## src/rtl/ahb_slave_interface.sv

```systemverilog
// ============================================================================
// ahb_slave_interface
// ----------------------------------------------------------------------------
// AHB-Lite slave front end of the AHB-to-APB bridge. It samples the AHB
// address/control/data pipeline and decodes which APB peripheral is targeted.
// It produces the accept strobe, the delayed address/data/direction signals
// used by the APB controller, and the read data plus ready/response returned
// to the AHB master.
//
// Optional feature macro: AHB_ERR_RESP_EN
//   defined     : unmapped transfers get a two-cycle AHB ERROR response
//                 (OK -> ERR1 -> ERR2 -> OK).
//   not defined : unmapped transfers are silently ignored. hresp is always
//                 OKAY and hreadyout always follows hr_readyout.
//
// Parameters:
//   BASE0/1/2    base address of each 64 MiB peripheral region. Only bits
//                [31:26] take part in the decode.
//
// Ports:
//   hclk         bus clock; all state updates on the rising edge
//   hresetn      asynchronous active-low reset
//   hwrite       transfer direction, 1 = write
//   hreadyin     HREADY from the interconnect
//   htrans       transfer type (00 IDLE, 01 BUSY, 10 NONSEQ, 11 SEQ)
//   haddr        AHB address
//   hwdata       AHB write data, valid in the data phase
//   prdata       APB read data
//   hr_readyout  ready from the APB controller
//   valid        a mapped NONSEQ/SEQ address phase is accepted (combinational)
//   tempselx     one-hot peripheral select (combinational)
//   haddr1/2     haddr delayed by 1 and 2 cycles
//   hwdata1/2    hwdata delayed by 1 and 2 cycles
//   hwrite_reg   hwrite delayed by 1 cycle
//   hwrite_reg1  hwrite delayed by 2 cycles
//   hrdata       read data to the master (prdata pass-through)
//   hresp        response to the master, 00 OKAY, 01 ERROR
//   hreadyout    ready to the master
// ============================================================================
module ahb_slave_interface #(
  parameter logic [31:0] BASE0 = 32'h8000_0000,
  parameter logic [31:0] BASE1 = 32'h8400_0000,
  parameter logic [31:0] BASE2 = 32'h8800_0000
) (
  input  logic        hclk,
  input  logic        hresetn,
  input  logic        hwrite,
  input  logic        hreadyin,
  input  logic [1:0]  htrans,
  input  logic [31:0] haddr,
  input  logic [31:0] hwdata,
  input  logic [31:0] prdata,
  input  logic        hr_readyout,
  output logic        valid,
  output logic [2:0]  tempselx,
  output logic [31:0] haddr1,
  output logic [31:0] haddr2,
  output logic [31:0] hwdata1,
  output logic [31:0] hwdata2,
  output logic        hwrite_reg,
  output logic        hwrite_reg1,
  output logic [31:0] hrdata,
  output logic [1:0]  hresp,
  output logic        hreadyout
);

  localparam logic [1:0] RESP_OKAY  = 2'b00;
  localparam logic [1:0] RESP_ERROR = 2'b01;

  logic xfer;
  logic hit;

  // htrans[1] is set for NONSEQ and SEQ only, so IDLE and BUSY never count
  // as a transfer. A stalled bus (hreadyin low) does not count either.
  assign xfer = hreadyin & htrans[1];

  // Region decode on the top six address bits. Each region is 64 MiB wide.
  // The first matching base wins if two bases were ever configured to
  // overlap, which keeps tempselx strictly one-hot.
  always_comb begin
    tempselx = 3'b000;
    if (haddr[31:26] == BASE0[31:26]) begin
      tempselx = 3'b001;
    end else if (haddr[31:26] == BASE1[31:26]) begin
      tempselx = 3'b010;
    end else if (haddr[31:26] == BASE2[31:26]) begin
      tempselx = 3'b100;
    end
  end

  assign hit = |tempselx;

  // Read data goes straight back to the master. The APB controller
  // qualifies it through hr_readyout.
  assign hrdata = prdata;

  // Address, data and direction pipelines. They shift every cycle with no
  // enable. The APB controller picks the stage it needs based on its own
  // state.
  always_ff @(posedge hclk or negedge hresetn) begin
    if (!hresetn) begin
      haddr1      <= 32'h0000_0000;
      haddr2      <= 32'h0000_0000;
      hwdata1     <= 32'h0000_0000;
      hwdata2     <= 32'h0000_0000;
      hwrite_reg  <= 1'b0;
      hwrite_reg1 <= 1'b0;
    end else begin
      haddr1      <= haddr;
      haddr2      <= haddr1;
      hwdata1     <= hwdata;
      hwdata2     <= hwdata1;
      hwrite_reg  <= hwrite;
      hwrite_reg1 <= hwrite_reg;
    end
  end

`ifdef AHB_ERR_RESP_EN

  typedef enum logic [1:0] {
    OK   = 2'b00,
    ERR1 = 2'b01,
    ERR2 = 2'b10
  } err_state_t;

  err_state_t err_state;
  err_state_t err_next;

  // Error response state. Reset puts it back to OK at once, so hresp drops
  // to OKAY asynchronously even in the middle of an ERROR response.
  always_ff @(posedge hclk or negedge hresetn) begin
    if (!hresetn) begin
      err_state <= OK;
    end else begin
      err_state <= err_next;
    end
  end

  // The AHB ERROR response takes two cycles. In the first cycle HREADY is
  // low with ERROR, and in the second HREADY is high with ERROR. An
  // unmapped transfer seen during ERR2 is not flagged again, because the
  // master is expected to cancel its pipelined transfer after an ERROR.
  always_comb begin
    err_next  = err_state;
    hresp     = RESP_OKAY;
    hreadyout = hr_readyout;
    case (err_state)
      OK: begin
        if (xfer && !hit) begin
          err_next = ERR1;
        end
      end
      ERR1: begin
        hresp     = RESP_ERROR;
        hreadyout = 1'b0;
        err_next  = ERR2;
      end
      ERR2: begin
        hresp     = RESP_ERROR;
        hreadyout = 1'b1;
        err_next  = OK;
      end
      default: begin
        err_next = OK;
      end
    endcase
  end

  // New transfers are blocked while an ERROR response is in progress.
  assign valid = xfer & hit & (err_state == OK);

`else

  // Without the error response, unmapped transfers are dropped. They give
  // no valid and the master always sees OKAY.
  assign valid     = xfer & hit;
  assign hresp     = RESP_OKAY;
  assign hreadyout = hr_readyout;

`endif

endmodule

```

## config.mk

```make
export PLATFORM = sky130hd
export DESIGN_NAME = ahb_slave_interface
export DESIGN_NICKNAME = d
export VERILOG_FILES = /design/src/rtl/ahb_slave_interface.sv
export SDC_FILE = /design/constraint.sdc
export NUM_CORES = 1
export LEC_CHECK = 0
export ABC_AREA = 1
export BUFFER_PORTS_ARGS = -buffer_cell sky130_fd_sc_hd__buf_4
export CAP_MARGIN = 20
export CORE_AREA = 2 2 105 107
export DETAILED_ROUTE_END_ITERATION = 16
export DIE_AREA = 0 0 107 109
export PLACE_DENSITY = 0.69
export SLEW_MARGIN = 20
export SYNTH_ARGS = -nofsm -noshare
export SYNTH_HDL_FRONTEND = slang
export SYNTH_SLANG_ARGS = --single-unit
export TNS_END_PERCENT = 10
```

## constraint.sdc

```tcl
create_clock -name hclk -period 1.1 [get_ports hclk]
set_input_delay 0.11 -clock hclk [delete_from_list [all_inputs] [get_ports hclk]]
set_output_delay 0.11 -clock hclk [all_outputs]
set_load 0.02 [all_outputs]
```

==> flow_summary_export.csv <==
group,metric,value,unit
worst_setup_path,path_max_fanout,2,
worst_setup_path,cp.depth,1,
cts,root_buffer,"clkbuf_8",
grt,grt_pass1_wl,15500,um
worst_setup_path,startpoint_type,"register",
grt,overflow,0,
pwr,power.density,1770,mW/mm2
synth,synth_xor_area_frac,0,
worst_setup_path,r2r-start,"haddr1[12]$_DFF_PN0_",
timing,post-route-period-util,1.07,
worst_setup_path,ff2ff_path_depth,1,
cts,htreeDepth,4,
drt,wl,10600,um
cells_and_area,drive_gt1_frac,0.528,
cts,numCtsBuffers,17,
cells_and_area,area_growth,91.1,%
cts,cts_buffer_depth,2,
worst_setup_path,worstPathCellList,"buf_6",
worst_setup_path,reg2reg_slack,0.45,ns
cells_and_area,design_area,0.00686,mm2
synth,synth_mux_area_frac,0,
timing,setup_slack,-0.0812,ns
pwr,leakagePower,3.32,nW
pwr,switching_power,2.73,mW
worst_setup_path,end_kind,"primary output",
timing,maxSlewViolCount,0,
synth,synth-simple-area-share,0.0157,
timing,final_hold_viol_count,0,
pwr,vdd_drop_max,1270,uV
synth,synth.area.top_cells,"dfrtp_1, buf_4, nand2_1",
place,numPortBuffers,202,
die,rows,38,
grt,grt_max_degree,42,
die,dieArea,0.0117,mm2
cts,cts_num_sinks,130,
synth,synth_fa_ha_area_frac,0,
worst_setup_path,r2r-end,"haddr2[12]$_DFF_PN0_",
grt,grt_pass1_vias,2667,
pwr,netSwitchingFraction,0.225,
pwr,combinationalPowerShare,0.118,
flow_run,cap_violations,0,
drt,wire_per_inst,17.8,um
synth,synth_top_cell_area_share,0.906,
cells_and_area,final_cell_mix,"dfrtp_1, buf_6, buf_4",
drt,antenna_left,0,
place,dp_hpwl,6720,um
pwr,seqPwrFrac,0.429,
worst_setup_path,critPathKind,"reg2out",
drt,routed_via_density,4.01,
cts,insertion_delay,0.50,ns
cts,cts_tree,"done",
die,die_x,107,um
place,post-place-ws,0.283,ns
cells_and_area,final_util,0.647,
run_status,status,"complete, but fails checks",
cells_and_area,final_nets,548,
synth,synth_compound_area_frac,0,
hold_path,hold_class,"in2async",
drt,drt_iter0_markers,76,
cells_and_area,diodes,0,
worst_setup_path,crit_required,0.99,ns
pwr,clkPwrFrac,0.453,
synth,yosys_warnings,0,
die,core,0.0106,mm2
place,placed_area,0.00508,mm2
grt,antenna_found_initial,0,
synth,syn_area,0.00359,mm2
synth,yosys.cell_types.count,8,
timing,clock_skew,0.00634,ns
worst_setup_path,critPathSlowestCell,"dfrtp_1",
drt,first_pass_iters,6,
synth,synthCells,183,
synth,synth_top_family_by_area,"buffers and inverters",
synth,ys_ff_latch,130,
pwr,p_int,9.39,mW
worst_setup_path,crit_family,"flip-flops",
die,die_h,109,um
timing,layout_min_cycle_time,1.18,ns
synth,ys_seq_area_frac,0.906,
timing,rsz0062_at_grt,"yes",
worst_setup_path,cp_num_buf_inv,1,
drt,dr_total_vias,2400,
worst_setup_path,cp.arrival,1.07,ns
die,start_util,0.339,
timing,setup_violations,130,
synth,syn_avg_cell_area,19.6,um2
timing,holdWs,0.0550,ns
worst_setup_path,worst_path_largest_cell_delay,0.42,ns
drt,drc_errors,0,
synth,yosysTopAreaCell,"dfrtp_1",
timing,fmax,847,MHz
grt,track_usage,0.188,
run_status,violations,"setup timing",
cts,cts.reportedPaths.clkPinSlew,0.06,ns
die,ioPinCount,272,
place,finalWeightedCongestion,0.747,
## metal layers
metal	vias up	share of wire	global-route usage
li1	1053	-	-
met1	1168	0.33	0.188
met2	138	0.56	0.345
met3	41	0.076	0.0622
met4	0	0.038	0.104
met5	-	0	0
## worst max path at each step
stage	to	start	slack, ns
after global placement	tempselx[0]	haddr[30]	0.32
after detailed placement	tempselx[2]	haddr[30]	0.28
after global routing	haddr1[31]	haddr1[31]$_DFF_PN0_	-0.14
after CTS	haddr1[31]	haddr1[31]$_DFF_PN0_	-0.14
after floorplan	tempselx[0]	haddr[31]	0.42
final	haddr1[31]	haddr1[31]$_DFF_PN0_	-0.08
## cells in the mapped netlist
master / instances
dfrtp_1: 130
buf_4: 35
nand2_1: 6
inv_1: 4
nor2_1: 4
nor2_2: 2
conb_1: 1
nand2_2: 1
## power groups by stage
stage / logic, mW / registers, mW / clock network (mW)
2_1_floorplan: 0.201 / 5.52 / 0
3_3_place_gp: 1.07 / 5.21 / 0
3_5_place_dp: 1.08 / 5.22 / 0
4_1_cts: 1.44 / 5.19 / 5.60
5_1_grt: 1.51 / 5.22 / 5.87
6_report: 1.43 / 5.19 / 5.49
## timing repair
action | 4_1_cts | 5_1_grt
gates resized for setup | 130 | 0
hold buffers | 66 | 0
gates cloned | 0 | 0
endpoints found under the hold margin | 195 | 0
buffers inserted | 4 | 2
setup endpoints to repair | 130 | 130
## metrics by stage
| step | power, mW | instances | TNS (ns) |
|---|---|---|---|
| 2_1_floorplan | 5.72 | 184 | 0 |
| 6_report | 12.1 | 598 | -3.82 |
| 3_5_place_dp | 6.30 | 494 | 0 |
| 3_3_place_gp | 6.28 | 494 | 0 |
| 4_1_cts | 12.2 | 596 | -8.99 |
| 5_1_grt | 12.6 | 598 | -9.91 |
## cell type report
type | instances | area [um2]
flip-flops and latches | 130 | 3250
well taps | 140 | 175
clock buffers | 23 | 457
inverters | 4 | 15.0
repair buffers | 277 | 2770
fillers | 716 | 3740
multi-input cells | 15 | 63.8
clock inverters | 9 | 129
## logic make-up after synthesis
kind of cell,after synthesis
flops,130
buf+inv,39
other cells,1
simple gates,13
(Power assumes the default switching activity.)
